`src/rtl/control_datapath_unit_pkg.sv`:
```
// Shared definitions for the serial transmitter control/datapath slice.
//   - default data width and bit-counter width
//   - FSM state encoding (idle=0, waiting=1, sending=2)
package control_datapath_unit_pkg;

    localparam int DEFAULT_WORD_SIZE = 8;
    localparam int DEFAULT_BC_SIZE   = 4;

    typedef logic [1:0] xmt_state_t;

    localparam logic [1:0] ST_IDLE    = 2'd0;
    localparam logic [1:0] ST_WAITING = 2'd1;
    localparam logic [1:0] ST_SENDING = 2'd2;

endpackage

```
`src/rtl/xmt_control_fsm.sv`:
```
// Transmit controller FSM (idle / waiting / sending).
// Ports:
//   Clock             in   rising-edge clock
//   rst_b             in   synchronous active-high reset
//   Load_XMT_datareg  in   request to capture Data_Bus into the holding register
//   Byte_ready        in   holding register valid, move it into the shift register
//   T_byte            in   begin transmitting the byte sitting in the shift register
//   BC_It_BCmax       in   1 while bit_count < WORD_SIZE+1 (more shifts to do)
//   Load_XMT_DR       out  strobe: load holding register
//   Load_XMT_shiftreg out  strobe: load shift register from holding register
//   start             out  strobe: drive the start bit
//   shift             out  strobe: shift one bit out, count it
//   clear             out  strobe: clear bit counter at end of frame
//   state             out  current FSM state (debug visibility)
//
// Handshake: the inputs are level requests, not valid/ready pairs. A request
// is consumed on the rising edge where the FSM is in the state that accepts
// it (Load_XMT_datareg/Byte_ready in idle, T_byte in waiting); in any other
// state the request is ignored and has no lasting effect. Holding
// Byte_ready and T_byte high therefore streams frames back to back.
module xmt_control_fsm
    import control_datapath_unit_pkg::*;
(
    input  logic       Clock,
    input  logic       rst_b,
    input  logic       Load_XMT_datareg,
    input  logic       Byte_ready,
    input  logic       T_byte,
    input  logic       BC_It_BCmax,
    output logic       Load_XMT_DR,
    output logic       Load_XMT_shiftreg,
    output logic       start,
    output logic       shift,
    output logic       clear,
    output xmt_state_t state
);

    xmt_state_t next_state;

    always_ff @(posedge Clock) begin
        if (rst_b) begin
            state <= ST_IDLE;
        end else begin
            state <= next_state;
        end
    end

    // Mealy decode: each branch raises at most one strobe.
    always_comb begin
        next_state        = state;
        Load_XMT_DR       = 1'b0;
        Load_XMT_shiftreg = 1'b0;
        start             = 1'b0;
        shift             = 1'b0;
        clear             = 1'b0;
        case (state)
            ST_IDLE: begin
                // A data-register load wins over Byte_ready so the byte
                // being written is never bypassed by a stale one.
                if (Load_XMT_datareg) begin
                    Load_XMT_DR = 1'b1;
                end else if (Byte_ready) begin
                    Load_XMT_shiftreg = 1'b1;
                    next_state        = ST_WAITING;
                end
            end
            ST_WAITING: begin
                if (T_byte) begin
                    start      = 1'b1;
                    next_state = ST_SENDING;
                end
            end
            ST_SENDING: begin
                if (BC_It_BCmax) begin
                    shift = 1'b1;
                end else begin
                    clear      = 1'b1;
                    next_state = ST_IDLE;
                end
            end
            default: begin
                next_state = ST_IDLE;
            end
        endcase
    end

endmodule

```
`src/rtl/control_datapath_unit.sv`:
```
// Serial byte transmitter: holding register, start/data/stop shift register
// and bit counter, sequenced by xmt_control_fsm.
// Line format: one start bit (0), WORD_SIZE data bits LSB first, then 1.
// Ports:
//   Clock             in   rising-edge clock
//   rst_b             in   synchronous active-high reset
//   Data_Bus          in   byte to transmit
//   Load_XMT_datareg  in   load Data_Bus into the holding register (idle only)
//   Byte_ready        in   move holding register into the shift register (idle only)
//   T_byte            in   start transmission (waiting only)
//   Serial_out        out  serial line, idle high
//   fsm_state         out  controller state (debug visibility)
module control_datapath_unit
    import control_datapath_unit_pkg::*;
#(
    parameter int WORD_SIZE = DEFAULT_WORD_SIZE,
    parameter int BC_SIZE   = DEFAULT_BC_SIZE
) (
    input  logic                 Clock,
    input  logic                 rst_b,
    input  logic [WORD_SIZE-1:0] Data_Bus,
    input  logic                 Load_XMT_datareg,
    input  logic                 Byte_ready,
    input  logic                 T_byte,
    output logic                 Serial_out,
    output xmt_state_t           fsm_state
);

    // WORD_SIZE+1 shifts push out the WORD_SIZE data bits plus the stop bit.
    localparam logic [BC_SIZE-1:0] BC_MAX = BC_SIZE'(WORD_SIZE + 1);

    logic [WORD_SIZE-1:0] XMT_datareg;
    logic [WORD_SIZE:0]   XMT_shftreg;
    logic [BC_SIZE-1:0]   bit_count;

    logic Load_XMT_DR;
    logic Load_XMT_shiftreg;
    logic start;
    logic shift;
    logic clear;
    logic BC_It_BCmax;

    assign BC_It_BCmax = (bit_count < BC_MAX);
    assign Serial_out  = XMT_shftreg[0];

    xmt_control_fsm u_fsm (
        .Clock             (Clock),
        .rst_b             (rst_b),
        .Load_XMT_datareg  (Load_XMT_datareg),
        .Byte_ready        (Byte_ready),
        .T_byte            (T_byte),
        .BC_It_BCmax       (BC_It_BCmax),
        .Load_XMT_DR       (Load_XMT_DR),
        .Load_XMT_shiftreg (Load_XMT_shiftreg),
        .start             (start),
        .shift             (shift),
        .clear             (clear),
        .state             (fsm_state)
    );

    always_ff @(posedge Clock) begin
        if (rst_b) begin
            XMT_datareg <= '0;
            XMT_shftreg <= '1;
            bit_count   <= '0;
        end else begin
            if (Load_XMT_DR) begin
                XMT_datareg <= Data_Bus;
            end
            // Bit 0 is loaded with 1 so the line stays idle until start.
            if (Load_XMT_shiftreg) begin
                XMT_shftreg <= {XMT_datareg, 1'b1};
            end
            if (start) begin
                XMT_shftreg[0] <= 1'b0;
            end
            // Ones fill from the top so the line ends on the stop level.
            if (shift) begin
                XMT_shftreg <= {1'b1, XMT_shftreg[WORD_SIZE:1]};
                bit_count   <= bit_count + 1'b1;
            end
            if (clear) begin
                bit_count <= '0;
            end
        end
    end

endmodule

```
`config.mk`:
```
export PLATFORM = sky130hd
export DESIGN_NAME = control_datapath_unit
export DESIGN_NICKNAME = d
export VERILOG_FILES = /design/src/rtl/control_datapath_unit_pkg.sv /design/src/rtl/xmt_control_fsm.sv /design/src/rtl/control_datapath_unit.sv
export SDC_FILE = /design/constraint.sdc
export NUM_CORES = 1
export LEC_CHECK = 0
export BUFFER_PORTS_ARGS = -buffer_cell sky130_fd_sc_hd__buf_2
export CORE_MARGIN = 1.5
export CORE_UTILIZATION = 57
export DETAILED_ROUTE_END_ITERATION = 7
export HOLD_SLACK_MARGIN = 0.02
export PLACE_DENSITY_LB_ADDON = 0.15
export RECOVER_POWER = 25
export SYNTH_ARGS = -nofsm -noshare
export SYNTH_HDL_FRONTEND = slang
export SYNTH_SLANG_ARGS = --single-unit
```
`constraint.sdc`:
```
create_clock -name Clock -period 2.68 [get_ports Clock]
set_input_delay 0.134 -clock Clock [delete_from_list [all_inputs] [get_ports Clock]]
set_output_delay 0.134 -clock Clock [all_outputs]
set_load 0.02 [all_outputs]
```
Word level (Yosys, flattened, before mapping)
Cells that the tools add are included.
{"block": "word_totals", "reg_bits": 23, "wordCells": 39}
{"block": "op_classes", "addsub": 1, "n_lt_le_gt_ge": 1, "eq_ne": 6, "mux": 19, "reduce_logical": 6}
{"op": "two-way mux 8 bit", "count": 2}
{"op": "two-way mux 1 bit", "count": 12}
{"op": "two-way mux 2 bit", "count": 4}
{"op": "!= test 2 bit (second input constant)", "count": 4}
{"op": "case mux 2 bit (3 select lines)", "count": 1}
{"op": "adder 4 x 1 -> 4 bit (second input constant)", "count": 1}
{"op": "< comparator 4 bit (second input constant)", "count": 1}
{"op": "AND reduction 4 bit", "count": 1}
{"op": "OR reduction 2 bit", "count": 2}
{"op": "nonzero test 3 bit", "count": 1}
{"op": "== test 2 x 1 -> 1 bit (second input constant)", "count": 1}
{"op": "== test 2 bit (second input constant)", "count": 1}
{"op": "logical NOT 2 bit", "count": 1}
{"op": "nonzero test 2 bit", "count": 1}

Logic depth before layout (Yosys ltp)
{"block": "depth", "word_depth": 6, "mapped_depth": 7, "mapped_depth_nobuf": 6}

Hierarchy
Synthesis repeated with hierarchy kept, for this count alone.
{"block": "unflattened", "cells_unflattened": 100, "area_unflattened_um2": 1002.2}
{"module": "control_datapath_unit", "instances": 1, "cells_each": 87, "area_each_um2": 882.1, "seq_area_each_um2": 420.4}
{"module": "xmt_control_fsm", "instances": 1, "cells_each": 13, "area_each_um2": 120.1, "seq_area_each_um2": 40.0}

Worst setup path before layout
No wires, ideal clock.
{"block": "synth_timing", "path_kind": "reg2reg", "startpoint": "register bit_count[0]", "endpoint": "register XMT_shftreg[1]", "t_arrival_ns": 1.179, "path_slack_ns": 1.358, "path_stages_with_launch": 7, "n_path_buf": 0, "path_cell_list": "dfxtp_1 -> inv_1 -> ha_1 -> nand2b_1 -> a21oi_2 -> nor2_1 -> a22oi_1"}
{"block": "synth_between", "elab_chain_len": 4, "elab_cells_between_ends": 5, "cone_classes": "1 x order compare; 3 x mux; 1 x reduce/logical"}
{"element": "start: declaration", "line": "control_datapath_unit.sv:34", "rtl": "logic [BC_SIZE-1:0] bit_count;"}
{"element": "start signal: assignment", "line": "control_datapath_unit.sv:80", "rtl": "bit_count <= bit_count + 1'b1;"}
{"element": "< comparator 4 bit *", "line": "control_datapath_unit.sv:43", "rtl": "assign BC_It_BCmax = (bit_count < BC_MAX);"}
{"element": "two-way mux 1 bit *", "line": "xmt_control_fsm.sv:74", "rtl": "if (BC_It_BCmax) begin"}
{"element": "two-way mux 1 bit *", "line": "xmt_control_fsm.sv:56", "rtl": "case (state)"}
{"element": "two-way mux 8 bit / nonzero test 2 bit (equally long branches)"}
{"element": "end signal: assignment", "line": "control_datapath_unit.sv:72", "rtl": "XMT_shftreg <= {XMT_datareg, 1'b1};"}
{"element": "end signal: assignment", "line": "control_datapath_unit.sv:79", "rtl": "XMT_shftreg <= {1'b1, XMT_shftreg[WORD_SIZE:1]};"}
{"element": "end: declaration", "line": "control_datapath_unit.sv:33", "rtl": "logic [WORD_SIZE:0] XMT_shftreg;"}
Every way passes the cells marked *; elsewhere a longest branch is shown, timed or not.
A chain may end at the register's enable or synchronous reset.

Worst setup path after layout
{"block": "layout_timing", "startpoint": "register bit_count[0]", "endpoint": "register XMT_shftreg[6]"}
The elaborated chain is that of the path after synthesis.

==> metrics.md <==
| Metric | Value |
|---|---|
| Cts hold-fix bufs | `0` |
| HP Class | `input pin to flop` |
| First-pass GRT wire length | `2.79 mm` |
| Min Clock Period, post-route | `1.77 ns` |
| Final ANT Viol Nets | `0` |
| Port Buffers | `15` |
| Worst hold endpoint | `XMT_datareg[4]$_SDFFE_PP0P_` |
| Gr ovfl total | `0` |
| Pre-antenna DRT Iters | `4` |
| Total Power | `0.000627 W` |
| Starting Density | `0.630` |
| Die footprint | `0.00196 mm2` |
| Die Height | `44.3 um` |
| WP data required | `2.92 ns` |
| CP max stage cell | `a21oi_2` |
| Clock sinks | `23` |
| CTS HTree Levels | `1` |
| Register area share after synthesis | `0.474` |
| Layout cells sized above 1 | `0.171` |
| Max VDD drop | `425 uV` |
| Worst-path cell chain | `inv_1 > ha_1 > nand2b_1 > a21oi_2 > nor2_1 > a22oi_1` |
| Vias | `727` |
| Setup TNS | `0 ns` |
| Count of final setup violators | `0` |
| FF-to-FF End | `XMT_shftreg[6]$_SDFFE_PP1P_` |
| Leak pwr | `0.437 nW` |
| R2R cell count | `6` |
| Syn-to-layout area delta | `11.5%` |
| Clk Latency, worst-skew pair | `0.31 ns` |
| DRC viols | `0` |
| Max Fclk | `0.564 GHz` |
| Synth top area cells | `dfxtp_1 47%, mux2i_1 18%, nor2_1 7.3%` |
| CP peak stage delay | `0.49 ns` |
| Syn Nets | `115` |
| WL/cell | `13.0 um` |
| Hold Path Cell Cnt | `3` |
| Worst hold slack | `0.0472 ns` |
| Register bit count reported by yosys | `23` |
| Most frequent cells in the layout | `23 x dfxtp_1, 19 x nor2_1, 17 x mux2i_1` |
| CP Launch Type | `flop` |
| RD Place Congestion | `0.861` |
| Synth Area per Inst | `9.71 um2` |
| Design area | `0.00108 mm2` |
| Fin crit share | `0.662` |
| Clk buf depth | `2` |
| Setup Buffers After CTS | `0` |
| Endpoint class of the critical path | `flop` |
| Die Width | `44.3 um` |
| Post-Syn Instances | `100` |
| Worst relative slew slack | `0.555` |
| Post_cts resized | `0` |
| Core Region | `0.00154 mm2` |
| Final hold vios | `0` |
| Io pins | `16` |
| Crit path arrival time | `2.01 ns` |
| Largest net degree at the start of global routing | `22` |
| Top fanout value on the critical path | `12` |
| Commonest non-fill, non-tap cell in the layout | `dfxtp_1` |
| Top-area cell type share of the netlist area | `0.474` |
| Slew @ Worst Pin | `0.667 ns` |
| Worst r2r src | `bit_count[0]$_SDFFE_PP0P_` |
| Vias in the first global route | `651` |
| Slew Limit Fails | `0` |
| Setup CP Type | `flop to flop` |
| Leading area contributor after synthesis | `dfxtp_1` |
| CTS tree | `yes` |
| ANT cells | `0` |
| Final HPWL from detailed placement | `1.16 mm` |
| Max-Cap Viols | `0` |
| Root Buffer | `clkbuf_4` |
| Worst Path Buf+Inv | `1` |
| Via/cell ratio | `5.47` |
| Initial DRC count | `13` |
| Synth warnings | `0` |
| Synth unique cells | `27` |
| Inserted Clock Buffers | `3` |
| CP top delay family | `compound AO/OA/AOI/OAI gates` |
| Fin cells | `133` |
| Post-Route WL | `1.73 mm` |
| Reg clk slew, reported paths | `0.12 ns` |
| Unrepaired setup endpoints after global routing | `no` |
| R2R setup slack | `0.91 ns` |
| Placed Cells | `129` |
| Placement Rows | `14` |
| Outcome | `finished, final reports clean` |
| DP Area | `0.00106 mm2` |
| Tot GR Track Use | `0.201` |
| Total power per unit cell area | `579 mW/mm2` |
| Fin nets | `133` |
| Clock Skews | `0.00150 ns` |
| Syn Std Cell Area | `971 um2` |
| Antenna violations before repair | `0` |
| Hold_sp | `Data_Bus[4]` |
how the worst max path moves through the flow:
stage	startpoint	endpoint	slack (ns)	depth (start not counted)
2_1_floorplan	bit_count[0]$_SDFFE_PP0P_	XMT_shftreg[1]$_SDFFE_PP1P_	1.36	6
3_3_place_gp	bit_count[0]$_SDFFE_PP0P_	XMT_shftreg[7]$_SDFFE_PP1P_	1.07	6
3_5_place_dp	bit_count[0]$_SDFFE_PP0P_	XMT_shftreg[6]$_SDFFE_PP1P_	0.93	6
4_1_cts	bit_count[0]$_SDFFE_PP0P_	XMT_shftreg[6]$_SDFFE_PP1P_	0.91	6
5_1_grt	u_fsm.state[1]$_SDFFE_PP0P_	XMT_shftreg[1]$_SDFFE_PP1P_	0.78	4
6_report	bit_count[0]$_SDFFE_PP0P_	XMT_shftreg[6]$_SDFFE_PP1P_	0.91	6
cell families after synthesis:
| kind of cell | Yosys count | synth area share |
|---|---|---|
| compound gates | 17 | 0.113 |
| xor+xnor | 1 | 0.00902 |
| fa+ha+maj | 2 | 0.0258 |
| buf+inv | 9 | 0.0412 |
| flops | 23 | 0.474 |
| mux | 17 | 0.175 |
| simple gates | 31 | 0.161 |
Yosys cell counts:
cell type and n:
inv_2 1, nand4_1 1, ha_1 2, nor3b_1 2, a22oi_1 7, nand2b_1 2, o21ai_0 2, a21oi_1 3
nor2b_1 2, a21oi_2 1, buf_2 2, dfxtp_1 23, nor4b_2 1, mux2i_1 17, and2_1 1, inv_1 3
a31oi_1 1, buf_1 1, clkbuf_1 1, a21boi_1 1, nand2_1 1, xnor2_1 1, or3_1 1, buf_4 1
o21ai_1 2, nor2_1 19, nand3b_1 1
layout make-up:
type | count | area (um2)
multi-input cells | 68 | 470
flip-flops and latches | 23 | 460
fillers | 133 | 459
repair buffers | 18 | 90.1
clock buffers | 4 | 26.3
well taps | 16 | 20.0
inverters | 4 | 15.0
power by group:
part	switching (W)	internal, W
clock	0.000103	0.0000582
combinational	0.0000456	0.0000430
sequential	0.0000130	0.000364
total	0.000161	0.000466
flip-flops by register name (all words and copies together) (netlist names):
register / count
XMT_shftreg: 9
u_fsm.state: 2
XMT_datareg: 8
bit_count: 4
per-layer routing:
layer / track usage / wire length [um] / up-vias
met3: 0.0367 / 55 / 4
met4: 0.133 / 27 / 0
met1: 0.244 / 842 / 330
li1: - / - / 377
met2: 0.324 / 806 / 16
met5: 0 / 0 / -
tightest hold or removal path, delay by kind of cell:
kind / cells / cell delay (ns)
and+or+nand+nor: 1 / 0.07
buffers and inverters: 1 / 0.07
muxes: 1 / 0.05
stage by stage:
step                      setup WS, ns  utilization
final                            0.906        0.702
after global placement            1.07        0.690
after floorplan                   1.36            -
after CTS                        0.912        0.707
after detailed placement         0.932        0.690
after global routing             0.785        0.702
(Power assumes the default switching activity.)
